==> config.mk <==
export PLATFORM = sky130hd
export DESIGN_NAME = gate_demux_sequencer
export DESIGN_NICKNAME = d
export VERILOG_FILES = /design/src/rtl/gate_seq_pkg.sv /design/src/rtl/demux1_4.sv /design/src/rtl/gate_demux_sequencer.sv
export SDC_FILE = /design/constraint.sdc
export NUM_CORES = 1
export LEC_CHECK = 0
export BUFFER_PORTS_ARGS = -buffer_cell sky130_fd_sc_hd__buf_2
export CORE_ASPECT_RATIO = 1.4
export CORE_UTILIZATION = 50
export CTS_CLUSTER_DIAMETER = 200
export DETAILED_ROUTE_END_ITERATION = 12
export PLACE_DENSITY = 0.82
export SYNTH_ARGS = -nofsm -noshare
export SYNTH_HDL_FRONTEND = slang
export SYNTH_HIERARCHICAL = 1
export SYNTH_SLANG_ARGS = --single-unit
==> constraint.sdc <==
create_clock -name clk -period 5.9 [get_ports clk]
set_input_delay 1.77 -clock clk [delete_from_list [all_inputs] [get_ports clk]]
set_output_delay 1.77 -clock clk [all_outputs]
set_load 0.01 [all_outputs]
==> src/rtl/gate_seq_pkg.sv <==
// Shared constants for gate_demux_sequencer: FSM encoding, step count and result bit map.
package gate_seq_pkg;

   typedef enum logic [1:0] {StIdle, StEval, StDone} state_e;

   localparam int unsigned NUM_STEPS = 9;
   // Extra EVAL cycle after the last demux step that commits the scratch result.
   localparam logic [3:0] COMMIT_STEP = 4'(NUM_STEPS);

   localparam int unsigned IDX_AND  = 0;
   localparam int unsigned IDX_NOT  = 1;
   localparam int unsigned IDX_OR   = 2;
   localparam int unsigned IDX_NAND = 3;
   localparam int unsigned IDX_NOR  = 4;
   localparam int unsigned IDX_XOR  = 5;
   localparam int unsigned IDX_XNOR = 6;

endpackage

==> src/rtl/demux1_4.sv <==
// 1-to-4 demultiplexer: routes in to out[sel], all other outputs low.
module demux1_4 (
   input  logic       in,
   input  logic [1:0] sel,
   output logic [3:0] out
);

   always_comb begin
      out      = 4'b0000;
      out[sel] = in;
   end

endmodule

==> src/rtl/gate_demux_sequencer.sv <==
// Evaluates seven boolean functions of (a, b) by time-multiplexing one demux1_4.
// Optional macro GATE_SEQ_SELF_CHECK_EN adds a sticky result self-check on err.
module gate_demux_sequencer
   import gate_seq_pkg::*;
(
   input  logic       clk,
   input  logic       rst_n,
   input  logic       start,
   input  logic       a,
   input  logic       b,
   output logic       busy,
   output logic       done,
   output logic [6:0] result,
   output logic [3:0] step,
   output logic       err
);

   state_e     state_q, state_d;
   logic [3:0] step_q, step_d;
   logic       op_a_q, op_a_d, op_b_q, op_b_d;
   logic [3:0] m_q, m_d;
   logic       t_q, t_d, u_q, u_d;
   logic [6:0] res_q, res_d;
   logic [6:0] result_q, result_d;
   logic       done_q, done_d, busy_q, busy_d;
   logic [1:0] sel;
   logic [3:0] dmx_out;
   logic       accept;

   demux1_4 u_demux (
      .in  (1'b1),
      .sel (sel),
      .out (dmx_out)
   );

   // With in tied high the demux output is a one-hot decode of sel.
   always_comb begin
      sel = 2'b00;
      if (state_q == StEval) begin
         case (step_q)
            4'd0:    sel = {op_a_q, op_b_q};
            4'd1:    sel = {op_a_q, 1'b0};
            4'd2:    sel = {m_q[0], 1'b0};
            4'd3:    sel = {m_q[3], 1'b0};
            4'd4:    sel = {res_q[IDX_OR], 1'b0};
            4'd5:    sel = {m_q[1], m_q[2]};
            4'd6:    sel = {t_q, 1'b0};
            4'd7:    sel = {m_q[0], m_q[3]};
            4'd8:    sel = {u_q, 1'b0};
            default: sel = 2'b00;
         endcase
      end
   end

   assign accept = start && (state_q == StIdle || state_q == StDone);

   always_comb begin
      state_d  = state_q;
      step_d   = step_q;
      op_a_d   = op_a_q;
      op_b_d   = op_b_q;
      m_d      = m_q;
      t_d      = t_q;
      u_d      = u_q;
      res_d    = res_q;
      result_d = result_q;
      done_d   = 1'b0;
      unique case (state_q)
         StEval: begin
            case (step_q)
               4'd0: begin
                  m_d            = dmx_out;
                  res_d[IDX_AND] = dmx_out[3];
               end
               4'd1:    res_d[IDX_NOT]  = dmx_out[0];
               4'd2:    res_d[IDX_OR]   = dmx_out[0];
               4'd3:    res_d[IDX_NAND] = dmx_out[0];
               4'd4:    res_d[IDX_NOR]  = dmx_out[0];
               4'd5:    t_d             = dmx_out[0];
               4'd6:    res_d[IDX_XOR]  = dmx_out[0];
               4'd7:    u_d             = dmx_out[0];
               4'd8:    res_d[IDX_XNOR] = dmx_out[0];
               default: ;
            endcase
            if (step_q == COMMIT_STEP) begin
               state_d  = StDone;
               step_d   = 4'd0;
               result_d = res_q;
               done_d   = 1'b1;
            end else begin
               step_d = step_q + 4'd1;
            end
         end
         default: state_d = StIdle;
      endcase
      if (accept) begin
         state_d = StEval;
         step_d  = 4'd0;
         op_a_d  = a;
         op_b_d  = b;
         m_d     = 4'b0000;
         t_d     = 1'b0;
         u_d     = 1'b0;
         res_d   = 7'b0000000;
      end
      busy_d = (state_d == StEval);
   end

   always_ff @(posedge clk or negedge rst_n) begin
      if (!rst_n) begin
         state_q  <= StIdle;
         step_q   <= 4'd0;
         op_a_q   <= 1'b0;
         op_b_q   <= 1'b0;
         m_q      <= 4'b0000;
         t_q      <= 1'b0;
         u_q      <= 1'b0;
         res_q    <= 7'b0000000;
         result_q <= 7'b0000000;
         done_q   <= 1'b0;
         busy_q   <= 1'b0;
      end else begin
         state_q  <= state_d;
         step_q   <= step_d;
         op_a_q   <= op_a_d;
         op_b_q   <= op_b_d;
         m_q      <= m_d;
         t_q      <= t_d;
         u_q      <= u_d;
         res_q    <= res_d;
         result_q <= result_d;
         done_q   <= done_d;
         busy_q   <= busy_d;
      end
   end

   assign busy   = busy_q;
   assign done   = done_q;
   assign result = result_q;
   assign step   = step_q;

`ifdef GATE_SEQ_SELF_CHECK_EN
   logic       err_q, err_d;
   logic [6:0] direct;

   // Reference built from plain operators, independent of the demux datapath.
   always_comb begin
      direct           = 7'b0000000;
      direct[IDX_AND]  = op_a_q & op_b_q;
      direct[IDX_NOT]  = ~op_a_q;
      direct[IDX_OR]   = op_a_q | op_b_q;
      direct[IDX_NAND] = ~(op_a_q & op_b_q);
      direct[IDX_NOR]  = ~(op_a_q | op_b_q);
      direct[IDX_XOR]  = op_a_q ^ op_b_q;
      direct[IDX_XNOR] = ~(op_a_q ^ op_b_q);
      err_d = err_q | (done_q && (result_q != direct));
   end

   always_ff @(posedge clk or negedge rst_n) begin
      if (!rst_n) begin
         err_q <= 1'b0;
      end else begin
         err_q <= err_d;
      end
   end

   assign err = err_q;
`else
   assign err = 1'b0;
`endif

endmodule

---- Word level (Yosys, flattened, before mapping) ----
Cells that the tools add are included.
word-level totals
  bits of input ports ..................... 5
  bits in registers ....................... 30
  output and inout port bits .............. 14
operators by class
  $lt $le $gt $ge ......................... 2
  reduce and logical (&&, ||, !) cells .... 25
  multiplexer cells ....................... 30
  add/sub/neg operators ................... 1
  eq/ne operators ......................... 12
operators with widths
  kind                                                         number
  2-to-1 mux 4 bit                                             6
  AND reduction 2 bit                                          10
  nonzero test 2 bit                                           10
  one-hot mux 2 bit (9 select lines)                           1
  == test 4 x 3 -> 1 bit (second input constant)               4
  2-to-1 mux 1 bit                                             16
  2-to-1 mux 7 bit                                             2
  == test 4 x 2 -> 1 bit (second input constant)               2
  == test 4 bit (second input constant)                        2
  2-to-1 mux 2 bit                                             4
  adder 4 x 1 -> 4 bit (second input constant)                 1
  == test 2 x 1 -> 1 bit (second input constant)               2
  == test 4 x 1 -> 1 bit (second input constant)               1
  zero test 4 bit                                              1
  less-than comparator 2 x 3 -> 1 bit (second input constant)  1
  demux 1 bit (select 2 bit)                                   1
  == test 2 bit (second input constant)                        1
  >= comparator 2 x 1 -> 1 bit (second input constant)         1
  logical AND 1 bit                                            2
  zero test 2 bit                                              1
  logical OR 1 bit                                             1

---- Longest topological paths before layout ----
Gate-level depths: netlist of the first run.
  depth in word-level cells ............... 10
  mapped depth ............................ 10
  depth with buffers taken out ............ 7

---- Modules after synthesis ----
Netlist of the first run, hierarchy kept.
by module, submodules not included
  module                area an instance (µm²)  times used  cells each
  gate_demux_sequencer  1438.9                  1           165
  demux1_4              37.5                    1           4

---- Worst setup path after synthesis of the first run ----
Ideal clock, no wire load.
  kind .................................... input-to-reg
  from .................................... in start
  to ...................................... reg res_q[3]
  setup time .............................. 0.132 ns
  path slack .............................. 3.440 ns
  data arrival time ....................... 2.328 ns
  cell stages on the path ................. 3
  buffers on the path ..................... 1
  required time ........................... 5.768 ns
  path through ............................ nor2b_1 clkbuf_1 nor2_1
on the way
  cells in the longest elaborated chain, start to end .. 3
  elaborated cells on any way between the ends .. 5
RTL lines
  element                               line                         text
  from (decl)                           gate_demux_sequencer.sv:8    input logic start,
  logical AND 1 bit (*)                 gate_demux_sequencer.sv:55   assign accept = start && (state_q == StIdle || state_q == StDone);
  nonzero test 2 bit (no source line)   --
  AND reduction 2 bit (no source line)  --
  to (signal assigned)                  gate_demux_sequencer.sv:130  res_q <= res_d;
  to (decl)                             gate_demux_sequencer.sv:23   logic [6:0] res_q, res_d;
Every way passes the cells marked *; elsewhere a longest branch is shown, timed or not.
A chain may end at the register's enable or synchronous reset.

---- Worst setup path after layout of the first run ----
  from .................................... reg step_q[1], in the netlist step[1]
  to ...................................... out step[1]
RTL lines
  element                 line                         text
  from (decl)             gate_demux_sequencer.sv:19   logic [3:0] step_q, step_d;
  from (signal assigned)  gate_demux_sequencer.sv:124  step_q <= step_d;
  to (decl)               gate_demux_sequencer.sv:14   output logic [3:0] step,
No word-level cell between the ends.

==> impl_metrics.json, run 1 <==
{
  "status": "completed",
  "max_cap_viol_count": 0,
  "clkLatencyLatePin_ps": 290,
  "hp-start": "result[1]",
  "place_ws_ps": 3190,
  "seq_area_sq_um": 726,
  "postSynthAreaPerCell_sq_um": 8.74,
  "cp.depth": 1,
  "synthArstFlopShare_pct": 100,
  "required_ps": 4130,
  "syn_inst": 169,
  "finalHoldViolCount": 0,
  "critical_path.top_delay_family": "flip-flops",
  "slew_viol_final": 0,
  "dr.pass1.iters": 4,
  "grt_pass1_vias": 1060,
  "core-area_sq_um": 2850,
  "ir_drop_uv": 217,
  "synth_ff_type": "dfrtp_1",
  "setup_viol": 0,
  "ys_types": 37,
  "clk_pin_slew_ps": 60,
  "post-route-drc-count": 0,
  "cp-end-kind": "output pin",
  "grt_max_degree": 30,
  "reg2reg_from": "step[1]",
  "die_w_um": 47.9,
  "cts_resized": 0,
  "power_density_nw_per_um2": 515,
  "critPathKind": "reg -> out",
  "cts_tree": "built",
  "fin_tns_setup_ps": 0,
  "fmax_ghz": 0.340,
  "cts_hold_buf": 0,
  "grtUsageTotal_pct": 23.2,
  "final_layout_size_suffix_gt1_share_pct": 18.1,
  "rows": 23,
  "layout_min_cycle_time_ps": 2940,
  "n_antenna_cell": 0,
  "drt_iter0_drc": 50,
  "whs_ps": 464,
  "crit_path_max_incr_delay_ps": 660,
  "fillers": 246,
  "r2r_setup_slack_ps": 3490,
  "port_buffers": 17,
  "grt_pass1_wl_mm": 5.02,
  "initial_core_util_pct": 51.8,
  "p_total_uw": 863,
  "post-cts-setup-buffers": 0,
  "ys_warn_count": 6,
  "crit_buf_inv": 1,
  "synth-seq-cells": 29,
  "relSlewSlack_pct": 26.6,
  "startpoint": "step[1]",
  "ant_nets": 0,
  "numClockSinks": 29,
  "leakagePower_nw": 0.879,
  "slowest_stage": "dfrtp_1",
  "cp.arrival_ps": 1170,
  "root_buffer": "clkbuf_8",
  "die_height_um": 66.3,
  "fin_util_pct": 58.8,
  "gp_congestion": 0.870,
  "min_to": "result[1]",
  "r2r_end": "t_q",
  "layout_common_cells": "nand2_1 (51), dfrtp_1 (29), buf_2 (17)",
  "finalNetCount": 192,
  "setup_slack_ps": 2960,
  "ys_seq_area_share_pct": 49.2,
  "hold_depth": 2,
  "period_share_pct": 49.8,
  "r2r_cells": 7,
  "routed_wl_mm": 3.00,
  "via_count": 1203,
  "hold_class": "reg -> reg",
  "antenna_found_initial": 0,
  "critPathMaxFanout": 19,
  "multi_input_area_sq_um": 694,
  "overflow": 0,
  "worstMarginPinSlew_ps": 1090,
  "ios": 19,
  "synthToLayoutAreaGrowth_pct": 13.5,
  "dp.final_hpwl_mm": 2.11,
  "final_common_cell": "nand2_1",
  "rsz0062_at_grt": "no",
  "die_area_sq_um": 3180,
  "synth_edf_count": 0,
  "wl_per_cell_um": 13.3,
  "cts_buffers": 5,
  "synthesis.area_sq_um": 1480,
  "path_cells": "buf_2",
  "crit_path_start_kind": "register",
  "htree_levels": 2,
  "cts_buffer_depth": 2,
  "skew_ps": 4.26,
  "via_per_inst": 5.35
}
## logic make-up (layout without fill, tap and decap cells)
group	count (synthesis)	after routing	share of synthesized area, %
AO/OA/AOI/OAI	20	20	7.88
multiplexers	4	4	2.71
buffers and inverters	14	30	4.58
flip-flops	29	29	49.2
XOR/XNOR	2	2	1.19
AND/OR/NAND/NOR	98	98	34.0
other	2	5	0.509
## Yosys cell counts, types with 2 or more instances
library cell | instances | area share [%]
inv_1 | 3 | 0.76
clkbuf_1 | 5 | 1.3
conb_1 | 2 | 0.51
nand2b_1 | 4 | 1.7
nand3_1 | 11 | 3.7
nor3_1 | 3 | 1.0
and3b_1 | 4 | 2.4
nor2b_1 | 5 | 2.1
a31oi_1 | 3 | 1.3
dfrtp_1 | 29 | 49
mux2i_1 | 4 | 2.7
nor2_1 | 8 | 2.0
nand2_1 | 51 | 13
a21oi_1 | 8 | 2.7
buf_2 | 3 | 1.0
o21ai_0 | 4 | 1.4
or3_4 | 2 | 1.5
## metal layers
metal	global-route usage, %	routed length [um]
met4	14.6	117
met1	28.2	1240
met5	0	0
met3	7.38	136
met2	34.1	1510
## stage by stage
stage,cell area (sq um),std cells
2_1_floorplan,1490,172
3_3_place_gp,1570,217
3_5_place_dp,1570,217
4_1_cts,1680,225
5_1_grt,1680,225
6_report,1680,225
## power breakdown
part,internal (mW),switching (mW),total (mW)
Clock,0.105,0.0770,0.182
Combinational,0.136,0.187,0.323
Sequential,0.269,0.0888,0.358
## final cells by class
| type | instances | share of cell area (%) |
|---|---|---|
| flip-flops and latches | 29 | 43.3 |
| multi-input cells | 129 | 41.4 |
| clock buffers | 7 | 5.75 |
| repair buffers | 18 | 5.53 |
| well taps | 37 | 2.76 |
| inverters | 4 | 0.896 |
| clock inverters | 1 | 0.299 |
## sequential cells by signal, indices dropped and copies added (netlist names)
| register | flops |
|---|---|
| step | 4 |
| m_q | 4 |
| result | 7 |
| res_q | 6 |
| op_b_q | 1 |
| state_q | 2 |
| op_a_q | 1 |
| u_q | 1 |
| done | 1 |
| busy | 1 |
| t_q | 1 |
## worst max-delay path by stage
| stage | end | slack (ps) |
|---|---|---|
| after CTS | step[1] | 2960 |
| after global routing | step[0] | 2870 |
| after detailed placement | step[1] | 3190 |
| after floorplan | res_q[3] | 3440 |
| final | step[1] | 2960 |
| after global placement | step[1] | 3290 |
(Power assumes the default switching activity.)
==> run 2: changes to the inputs <==
==> constraint.sdc (replaced) <==
create_clock -name clk -period 3 [get_ports clk]
set_input_delay 0.9 -clock clk [delete_from_list [all_inputs] [get_ports clk]]
set_output_delay 0.9 -clock clk [all_outputs]
set_load 0.01 [all_outputs]
==> impl_metrics.json, run 2 (synthesized netlist as in run 1, its figures left out) <==
{
  "htree_levels": 2,
  "setup_slack_ps": 620,
  "ant_nets": 0,
  "relSlewSlack_pct": 59.2,
  "cts_buffer_depth": 2,
  "initial_core_util_pct": 51.8,
  "fin_tns_setup_ps": 0,
  "finalHoldViolCount": 0,
  "synthToLayoutAreaGrowth_pct": 13.5,
  "required_ps": 3210,
  "cts_resized": 0,
  "cp-end-kind": "register",
  "startpoint": "step[1]",
  "slowest_stage": "dfrtp_1",
  "fillers": 246,
  "antenna_found_initial": 0,
  "finalNetCount": 194,
  "path_cells": "and3b_1 > a31oi_1 > o22ai_1 > o31a_1 > nor3b_2 > nand3_1 > a21oi_1",
  "dp.final_hpwl_mm": 2.20,
  "ios": 19,
  "cts_tree": "built",
  "skew_ps": 4.44,
  "crit_buf_inv": 0,
  "rows": 23,
  "grt_max_degree": 30,
  "fin_area_sq_um": 1680,
  "critical_path.top_delay_family": "simple AND/OR/NAND/NOR gates",
  "rsz0062_at_grt": "no",
  "cp.depth": 7,
  "layout_min_cycle_time_ps": 2380,
  "slew_viol_final": 0,
  "cp.arrival_ps": 2590,
  "clkLatencyLatePin_ps": 280,
  "final_common_cell": "nand2_1",
  "n_antenna_cell": 0,
  "die_height_um": 66.3,
  "cts_hold_buf": 0,
  "root_buffer": "clkbuf_8",
  "post-cts-setup-buffers": 0,
  "grt_pass1_vias": 1192,
  "crit_path_start_kind": "register",
  "overflow": 0,
  "wl_per_cell_um": 13.0,
  "crit_path_max_incr_delay_ps": 690,
  "critPathCapture": "t_q",
  "status": "completed",
  "grt_pass1_wl_mm": 5.00,
  "r2r_cells": 7,
  "r2r_setup_slack_ps": 620,
  "place_ws_ps": 672,
  "cts_buffers": 5,
  "ir_drop_uv": 476,
  "hold_class": "reg -> reg",
  "die_w_um": 47.9,
  "routed_wl_mm": 2.95,
  "layout_common_cells": "nand2_1 (51), dfrtp_1 (29), buf_2 (17)",
  "gp_congestion": 0.874,
  "via_per_inst": 5.39,
  "clk_pin_slew_ps": 60,
  "leakagePower_nw": 0.879,
  "drt_iter0_drc": 32,
  "post-route-drc-count": 0,
  "reg2reg_from": "step[1]",
  "setup_viol": 0,
  "final_layout_size_suffix_gt1_share_pct": 18.9,
  "final_cells": 227,
  "critPathMaxFanout": 19,
  "fmax_ghz": 0.420,
  "port_buffers": 17,
  "max_cap_viol_count": 0,
  "largest_reg_flops": 7,
  "critPathKind": "reg -> reg",
  "dr.pass1.iters": 4,
  "die_area_sq_um": 3180,
  "period_share_pct": 79.3,
  "core-area_sq_um": 2850,
  "power_density_nw_per_um2": 996,
  "dpl_cell_area_sq_um": 1590,
  "numClockSinks": 29,
  "via_count": 1223,
  "place_inst": 219,
  "grtUsageTotal_pct": 23.2,
  "worstMarginPinSlew_ps": 612,
  "r2r_end": "t_q"
}
-- run 2: cell count changes in the layout (fill, tap and decap cells not counted) --
cell        previous run  this run
clkinvlp_4             0         1
clkinv_2               1         2
clkbuf_8               7         5
buf_4                  1         3
-- run 2: how the worst min path moves through the flow --
| stage | startpoint | end | cells after the start |
|---|---|---|---|
| final | result[5] | result[5] | 2 |
| after global routing | res_q[5] | result[5] | 2 |
| after CTS | res_q[5] | result[5] | 2 |
| after detailed placement | res_q[5] | result[5] | 2 |
| after global placement | res_q[5] | result[5] | 2 |
| after floorplan | res_q[6] | result[6] | 2 |
-- run 2: tightest hold or removal path, delay by kind of cell, from the launching register on --
family	cells	cell delay [ps]
DFF	1	340
and+or+nand+nor	2	100
-- run 2: stage by stage --
step	total power [mW]	hold slack (ps)	utilization, %
3_5_place_dp	1.36	466	55.8
2_1_floorplan	1.18	438	-
6_report	1.67	473	58.8
5_1_grt	1.80	478	58.8
4_1_cts	1.68	477	58.8
3_3_place_gp	1.33	451	55.8
-- run 2: layout make-up --
type                       instances  area [sq um]  share of cell area (%)
clock inverter                     3          17.5                    1.05
inverter                           4          15.0                   0.896
tap                               37          46.3                    2.76
sequential                        29           726                    43.3
multi-input combinational        129           694                    41.4
timing repair buffer              20           108                    6.42
clock buffer                       5          68.8                    4.11
-- run 2: report_power, final --
group          internal [mW]  total, mW  switching (mW)  leakage [nW]
clock                  0.159      0.307           0.147        0.0439
combinational          0.284      0.673           0.390         0.452
sequential             0.530      0.689           0.160         0.382
total                  0.973       1.67           0.696         0.879
-- run 2: per-layer routing --
layer | part of all wire, % | track usage (%) | wire length [um] | vias to the layer above
li1 | - | - | - | 594
met1 | 40 | 24.5 | 1190 | 581
met2 | 52 | 37.2 | 1530 | 36
met3 | 3.7 | 7.65 | 110 | 12
met4 | 3.9 | 15.3 | 114 | 0
met5 | 0 | 0 | 0 | -
==> run 3: changes to the inputs <==
==> constraint.sdc (replaced) <==
create_clock -name clk -period 2.2 [get_ports clk]
set_input_delay 0.66 -clock clk [delete_from_list [all_inputs] [get_ports clk]]
set_output_delay 0.66 -clock clk [all_outputs]
set_load 0.01 [all_outputs]
==> impl_metrics.json, run 3 (synthesized netlist as in run 1, its figures left out) <==
{
  "wl_per_cell_um": 13.8,
  "die_w_um": 47.9,
  "ant_nets": 0,
  "grtUsageTotal_pct": 23.3,
  "antenna_found_initial": 0,
  "cts_buffers": 5,
  "drt_iter0_drc": 29,
  "final_common_cell": "nand2_1",
  "die_height_um": 66.3,
  "dpl_cell_area_sq_um": 1620,
  "skew_ps": 1.53,
  "n_antenna_cell": 0,
  "rows": 23,
  "whs_ps": 392,
  "dr.pass1.iters": 4,
  "grt_pass1_wl_mm": 4.99,
  "fmax_ghz": 0.488,
  "reg2reg_from": "step[1]",
  "r2r_setup_slack_ps": 150,
  "p_total_mw": 2.41,
  "post-route-drc-count": 0,
  "finalHoldViolCount": 0,
  "core-area_sq_um": 2850,
  "numClockSinks": 29,
  "leakagePower_nw": 0.909,
  "initial_core_util_pct": 51.8,
  "cts_resized": 0,
  "synthToLayoutAreaGrowth_pct": 16.5,
  "via_count": 1255,
  "p_sw_uw": 975,
  "overflow": 0,
  "power_density_nw_per_um2": 1400,
  "final_cells": 231,
  "cp-end-kind": "register",
  "max_cap_viol_count": 0,
  "relSlewSlack_pct": 58.6,
  "r2r_cells": 8,
  "fin_tns_setup_ps": 0,
  "required_ps": 2370,
  "critPathCapture": "res_q[6]",
  "status": "completed",
  "rsz0062_at_grt": "no",
  "ir_drop_uv": 731,
  "p_comb_share_pct": 42.2,
  "fin_area_sq_um": 1720,
  "ios": 19,
  "htree_levels": 2,
  "crit_path_start_kind": "register",
  "clk_pin_slew_ps": 60,
  "cp.arrival_ps": 2220,
  "dp.final_hpwl_mm": 2.39,
  "largest_reg_flops": 7,
  "port_buffers": 17,
  "fillers": 258,
  "post-cts-setup-buffers": 0,
  "worstMarginPinSlew_ps": 621,
  "switching_share_pct": 40.5,
  "finalNetCount": 198,
  "cts_tree": "built",
  "startpoint": "step[1]",
  "routed_wl_mm": 3.19,
  "gp_congestion": 0.906,
  "clkLatencyLatePin_ps": 280,
  "critPathMaxFanout": 12,
  "cts_hold_buf": 0,
  "seq_power_share_pct": 38.0,
  "layout_common_cells": "nand2_1 (51), dfrtp_1 (29), buf_2 (17)",
  "power.share.clock_pct": 19.8,
  "r2r_end": "res_q[6]",
  "critPathKind": "reg -> reg",
  "internal_power_mw": 1.43,
  "cts_buffer_depth": 2,
  "setup_viol": 0,
  "period_share_pct": 93.2,
  "grt_pass1_vias": 1121,
  "root_buffer": "clkbuf_8",
  "die_area_sq_um": 3180,
  "place_inst": 223,
  "final_layout_size_suffix_gt1_share_pct": 20.6,
  "grt_max_degree": 30,
  "layout_min_cycle_time_ps": 2050,
  "hold_class": "in -> async",
  "via_per_inst": 5.43,
  "slew_viol_final": 0
}
run 3: cell count changes in the layout (fill, tap and decap cells not counted):
cell / change
buf_4: +4
clkbuf_8: +2
clkinv_2: -1
clkinvlp_4: -1
run 3: how the worst min path moves through the flow:
stage | depth (start not counted) | endpoint
after global placement | 2 | result[2]
after detailed placement | 2 | result[1]
after floorplan | 0 | busy
after global routing | 1 | result[0]
final | 1 | result[6]
after CTS | 1 | step[2]
run 3: layer usage:
layer	up-vias	part of all wire, %	GRT usage, %	wire [um]
met2	42	54	39.0	1720
met1	598	38	24.1	1210
met5	-	0	0	0
met4	0	3.0	12.2	96
met3	15	5.1	8.47	162
li1	600	-	-	-
run 3: cell type report:
cell class                      count  area, sq um  share of cell area (%)
Timing Repair Buffer               24          138                    8.00
Inverter                            4         15.0                   0.873
Sequential cell                    29          726                    42.2
Clock buffer                        7         96.3                    5.60
Tap cell                           37         46.3                    2.69
Clock inverter                      1         5.00                   0.291
Multi-Input combinational cell    129          694                    40.4
run 3: critical path: stages (launching register included):
cell and delay (ps):
dfrtp_1 500, buf_4 230, nor2_1 240, a31oi_1 160, nor3_1 330, nor3b_2 90, buf_4 180, mux2i_1 150
nor2_1 50
run 3: per-stage QoR:
| stage | util [%] | worst slack (ps) |
|---|---|---|
| finish | 60.4 | 150 |
| global route | 60.4 | 44.8 |
| CTS | 60.4 | 201 |
| detailed placement | 56.8 | 218 |
| global placement | 56.8 | 283 |
| floorplan | - | 271 |
run 3: power by group through the flow:
stage	registers (mW)	clock network [mW]	logic [mW]
floorplan	0.870	0	0.738
global placement	0.910	0	0.975
detailed placement	0.919	0	1.01
CTS	0.910	0.491	1.02
global route	0.943	0.513	1.12
finish	0.915	0.476	1.02
